**config.mk**
```make
export PLATFORM = sky130hd
export DESIGN_NAME = iq_stream_scheduler
export DESIGN_NICKNAME = d
export VERILOG_FILES = /design/src/rtl/iq_stream_scheduler.sv
export SDC_FILE = /design/constraint.sdc
export NUM_CORES = 1
export LEC_CHECK = 0
export ABC_AREA = 1
export CAP_MARGIN = 0
export CORE_MARGIN = 8
export CORE_UTILIZATION = 45
export DETAILED_ROUTE_END_ITERATION = 12
export PLACE_DENSITY = 0.76
export SKIP_LAST_GASP = 1
export SYNTH_ARGS = -nofsm -noshare
export SYNTH_HDL_FRONTEND = slang
export SYNTH_SLANG_ARGS = --single-unit
```
**constraint.sdc**
```tcl
create_clock -name clk_in -period 2.3 [get_ports clk_in]
set_input_delay 0.46 -clock clk_in [delete_from_list [all_inputs] [get_ports clk_in]]
set_output_delay 0.46 -clock clk_in [all_outputs]
set_load 0.05 [all_outputs]
```
**src/rtl/iq_stream_scheduler.sv**
```systemverilog
`default_nettype none
// ============================================================================
//  Module      : iq_stream_scheduler
//  Description : Frame ring-buffer bookkeeping for an external I/Q sample RAM
//                plus the read-out sequencer.
//                The write side advances the head pointer on every incoming
//                frame. The read side loads a frame into the hold register and
//                then steps through its bytes one host strobe at a time.
//  Revision    : 1.0  initial release
// ============================================================================
module iq_stream_scheduler #(
    parameter int DEPTH = 8,
    parameter int AW    = 3
) (
    input  logic          clk_in,
    input  logic          reset_n,
    input  logic          iq_valid,
    input  logic          rx2_enable,
    input  logic          stream_start,
    input  logic          stream_stop,
    input  logic          byte_strobe,
    output logic          wr_en,
    output logic [AW-1:0] wr_addr,
    output logic [AW-1:0] rd_addr,
    output logic          frame_load,
    output logic [1:0]    word_sel,
    output logic [1:0]    byte_sel,
    output logic [AW:0]   fill_level,
    output logic [15:0]   overflow_cnt,
    output logic          underrun,
    output logic          busy
);

    typedef enum logic [1:0] {
        S_IDLE  = 2'd0,
        S_LOAD  = 2'd1,
        S_LATCH = 2'd2,
        S_SEND  = 2'd3
    } state_t;

    localparam logic [AW:0] C_FULL = (AW+1)'(DEPTH);

    state_t        state_q, state_d;
    logic [AW-1:0] head_q, head_d;
    logic [AW-1:0] tail_q, tail_d;
    logic [AW-1:0] rd_addr_q, rd_addr_d;
    logic [AW:0]   fill_q, fill_d;
    logic [15:0]   ovf_q, ovf_d;
    logic          underrun_q, underrun_d;
    logic [1:0]    word_sel_q, word_sel_d;
    logic [1:0]    byte_sel_q, byte_sel_d;
    logic [1:0]    last_word_q, last_word_d;

    logic          w_consume;
    logic          w_drop;

    // Ring-buffer pointers, fill accounting and overflow counting
    always_comb begin
        w_consume = (state_q == S_LOAD) && (fill_q != '0);
        // A full buffer only drops when the same cycle is not also reading
        // the oldest slot; a coincident read frees the slot being written.
        w_drop    = iq_valid && (fill_q == C_FULL) && !w_consume;

        head_d    = iq_valid ? head_q + AW'(1) : head_q;
        tail_d    = (w_consume || w_drop) ? tail_q + AW'(1) : tail_q;
        rd_addr_d = w_consume ? tail_q : rd_addr_q;

        fill_d = fill_q;
        if ((iq_valid && !w_drop) && !w_consume) begin
            fill_d = fill_q + (AW+1)'(1);
        end else if (!iq_valid && w_consume) begin
            fill_d = fill_q - (AW+1)'(1);
        end

        ovf_d = ovf_q;
        if (w_drop && (ovf_q != 16'hFFFF)) begin
            ovf_d = ovf_q + 16'd1;
        end
    end

    // Read-out sequencer: next state, selectors, underrun flag
    always_comb begin
        state_d     = state_q;
        word_sel_d  = word_sel_q;
        byte_sel_d  = byte_sel_q;
        last_word_d = last_word_q;
        underrun_d  = underrun_q;

        // Frame-level bookkeeping happens in LOAD irrespective of any
        // host command arriving in the same cycle.
        if (state_q == S_LOAD) begin
            last_word_d = rx2_enable ? 2'd3 : 2'd1;
            if (!w_consume) begin
                underrun_d = 1'b1;
            end
        end

        if (stream_start) begin
            state_d    = S_LOAD;
            underrun_d = 1'b0;
        end else if (stream_stop) begin
            state_d    = S_IDLE;
            word_sel_d = 2'd0;
            byte_sel_d = 2'd0;
        end else begin
            case (state_q)
                S_IDLE:  state_d = S_IDLE;
                S_LOAD:  state_d = S_LATCH;
                S_LATCH: begin
                    word_sel_d = 2'd0;
                    byte_sel_d = 2'd0;
                    state_d    = S_SEND;
                end
                S_SEND: begin
                    if (byte_strobe) begin
                        if (byte_sel_q == 2'd3) begin
                            byte_sel_d = 2'd0;
                            word_sel_d = word_sel_q + 2'd1;
                            if (word_sel_q == last_word_q) begin
                                state_d = S_LOAD;
                            end
                        end else begin
                            byte_sel_d = byte_sel_q + 2'd1;
                        end
                    end
                end
                default: state_d = S_IDLE;
            endcase
        end
    end

    // State and datapath registers
    always_ff @(posedge clk_in or negedge reset_n) begin
        if (!reset_n) begin
            state_q     <= S_IDLE;
            head_q      <= '0;
            tail_q      <= '0;
            rd_addr_q   <= '0;
            fill_q      <= '0;
            ovf_q       <= '0;
            underrun_q  <= 1'b0;
            word_sel_q  <= 2'd0;
            byte_sel_q  <= 2'd0;
            last_word_q <= 2'd1;
        end else begin
            state_q     <= state_d;
            head_q      <= head_d;
            tail_q      <= tail_d;
            rd_addr_q   <= rd_addr_d;
            fill_q      <= fill_d;
            ovf_q       <= ovf_d;
            underrun_q  <= underrun_d;
            word_sel_q  <= word_sel_d;
            byte_sel_q  <= byte_sel_d;
            last_word_q <= last_word_d;
        end
    end

    assign wr_en        = iq_valid;
    assign wr_addr      = head_q;
    assign rd_addr      = rd_addr_q;
    assign frame_load   = (state_q == S_LATCH);
    assign word_sel     = word_sel_q;
    assign byte_sel     = byte_sel_q;
    assign fill_level   = fill_q;
    assign overflow_cnt = ovf_q;
    assign underrun     = underrun_q;
    assign busy         = (state_q != S_IDLE);

endmodule
`default_nettype wire

```
==> flow_summary.yaml <==
outcome:
  status: "finished clean"
place:
  place.gp.congestion: 0.846
  dp.cells: 358
  port-buffer-count: 40
  dp_slack_ns: 0.131
  placed_cell_area_um2: 2590
  dp.final_hpwl_um: 3410
floorplanning:
  rows: 25
  io_pins: 41
  core_um2: 4660
  fp.dieW_um: 85.1
  die_y_um: 85.1
  start_util: 0.461
  die-area_um2: 7240
worst_setup_path:
  rr_startpoint: "state_q[1]"
  timing.rr.end: "fill_level[3]"
  start_kind: "flop"
  critPathKind: "reg2reg"
  arrival_ns: 2.30
  ff2ff_path_depth: 12
  worstPathMaxFanout: 8
  required_ns: 2.49
  critPathCaptureType: "flop"
  regToRegSetupSlack_ns: 0.19
sta:
  hold_viol: 0
  tightest_slew_ns: 0.818
  finalMaxSlewViolations: 0
  maxSlewHeadroom: 0.455
  finClkSkew_ns: 0.00309
  setup_viol: 0
  finalSetupTns_ns: 0
  finalCritPeriodShare: 0.917
  rsz0062_at_grt: "no"
  fin_ws_ns: 0.192
  fmax_mhz: 474
  min_period_ns: 2.11
synthesis:
  synth-simple-area-share: 0.305
  syn_area_per_cell_um2: 8.11
  synth_cells: 265
  seq_area_frac_synth: 0.431
  synth_fa_ha_area_frac: 0.0676
  syn-cell-area_um2: 2150
  synth_area_leaders: "dfrtp_1 43%, nand2_1 16%, ha_1 5.8%"
  yosys_warnings: 0
  synth.area.mux_share: 0.0105
  synth_xor_area_frac: 0.0652
  synth_top_family_by_area: "simple AND/OR/NAND/NOR gates"
  yosys.area.top_type_share: 0.431
  synth_compound_area_frac: 0.0594
  syn_nets: 283
  synth_seq_cells: 37
  synth_top_cell_by_area: "dfrtp_1"
  synth_cell_types: 32
detailed_routing:
  firstDrtPassIters: 6
  initialDrtViolationCount: 67
  wl_per_cell_um: 12.7
  vias: 1843
  via_per_inst: 5.05
  wirelength_um: 4630
  antenna_left: 0
  drc: 0
clocking:
  clkSlewWorstSetupHoldPaths_ns: 0.07
  cts_tree: "yes"
  clk_latency_ns: 0.29
  cts_buffers: 5
  clockBufferDepth: 2
  cts.sinks: 37
  post_cts_buffers: 0
  root_buffer: "clkbuf_8"
  hold_buffers: 0
  htreeDepth: 2
  postCtsResizedCells: 0
layout:
  final_area_um2: 2680
  fin_cells: 365
  insertedDiodeCount: 0
  drive_gt1_frac: 0.106
  final_nets: 329
  final_common_cell: "nand2_1"
  final_cell_mix: "91 x nand2_1, 37 x dfrtp_1, 36 x clkdlybuf4s50_1"
  syn_to_final_growth_pct: 24.7
  final_util: 0.575
  n_fill_cell: 422
global_route:
  grt_antenna_before_repair: 0
  grt_pass1_vias: 1771
  overflow: 0
  grt_start_max_net_pins: 38
  grt_pass1_wl_um: 7910
  track_usage: 0.134
power:
  power_density_nw_per_um2: 990
  peakVddDrop_uv: 509
  leakagePower_nw: 1.26
job:
  cap_viol_max_count: 0
min_path:
  min_path_type: "in2async"
## where the power goes
group | total (mW) | internal (mW) | switching, mW
clock network | 0.466 | 0.238 | 0.228
registers | 0.957 | 0.802 | 0.156
logic | 1.23 | 0.436 | 0.793
total | 2.65 | 1.48 | 1.18
## how the worst max path moves through the flow
stage / end / slack [ns] / startpoint / depth (start not counted)
2_1_floorplan: fill_level[3] / 0.17 / fill_level[0] / 12
3_5_place_dp: fill_level[3] / 0.13 / iq_valid / 10
5_1_grt: fill_level[3] / 0.03 / state_q[1] / 12
3_3_place_gp: fill_level[3] / 0.22 / iq_valid / 10
4_1_cts: fill_level[0] / 0.17 / fill_level[0] / 1
6_report: fill_level[3] / 0.19 / state_q[1] / 12
## cells by family after synthesis
logic type | Yosys count
buffers and inverters | 28
multiplexers | 2
XOR/XNOR | 16
flip-flops | 37
AND/OR/NAND/NOR | 149
adder cells (fa/ha/maj) | 11
AO/OA/AOI/OAI | 22
## cells in the mapped netlist, drive strengths merged
| cell type | n |
|---|---|
| a21oi | 3 |
| xnor2 | 10 |
| a211oi | 1 |
| dfrtp | 37 |
| nor3 | 1 |
| nand2 | 102 |
| buf | 3 |
| inv | 25 |
| ha | 10 |
| fa | 1 |
| a21o | 1 |
| nand3b | 1 |
| o21ai | 13 |
| and2 | 2 |
| a31oi | 1 |
| or2 | 1 |
| nand4 | 5 |
| nor2 | 24 |
| xor2 | 6 |
| mux2 | 2 |
| nand3 | 13 |
| o31ai | 1 |
| o21a | 2 |
## per-stage QoR
step / hold slack, ns / power [mW]
4_1_cts: 0.295 / 2.69
5_1_grt: 0.337 / 2.82
3_5_place_dp: 0.477 / 2.21
2_1_floorplan: 0.164 / 1.83
3_3_place_gp: 0.470 / 2.17
6_report: 0.260 / 2.65
## sequential cells by signal, indices dropped and copies added, names as in the netlist
register,cells
overflow_cnt,16
last_word_q,1
state_q,2
wr_addr,3
word_sel,2
byte_sel,2
fill_level,4
rd_addr,3
tail_q,3
underrun,1
## area by class of cell
type,count,area (µm²),share of cell area
repair buffers,42,415,0.155
well taps,54,67.6,0.0252
multi-input cells,200,1090,0.407
inverters,25,93.8,0.0350
clock buffers,7,86.3,0.0322
flip-flops and latches,37,926,0.346
## critical path, stage by stage, from the launching register on
cell and delay [ns]:
dfrtp_1 0.41, inv_1 0.08, ha_1 0.25, nand2_4 0.14, nand3_1 0.22, ha_1 0.34, nand2_1 0.06, nand2_1 0.07
a21o_1 0.17, nand2_1 0.08, nand3_1 0.08, nand2_1 0.07, inv_1 0.03
## layer usage
| layer | wire length [µm] | up-vias | global-route usage | share of wire |
|---|---|---|---|---|
| li1 | - | 927 | - | - |
| met2 | 2290 | 40 | 0.232 | 0.49 |
| met5 | 0 | - | 0 | 0 |
| met1 | 2070 | 870 | 0.150 | 0.45 |
| met4 | 72 | 0 | 0.0599 | 0.016 |
| met3 | 204 | 6 | 0.0357 | 0.044 |
(Power assumes the default switching activity.)
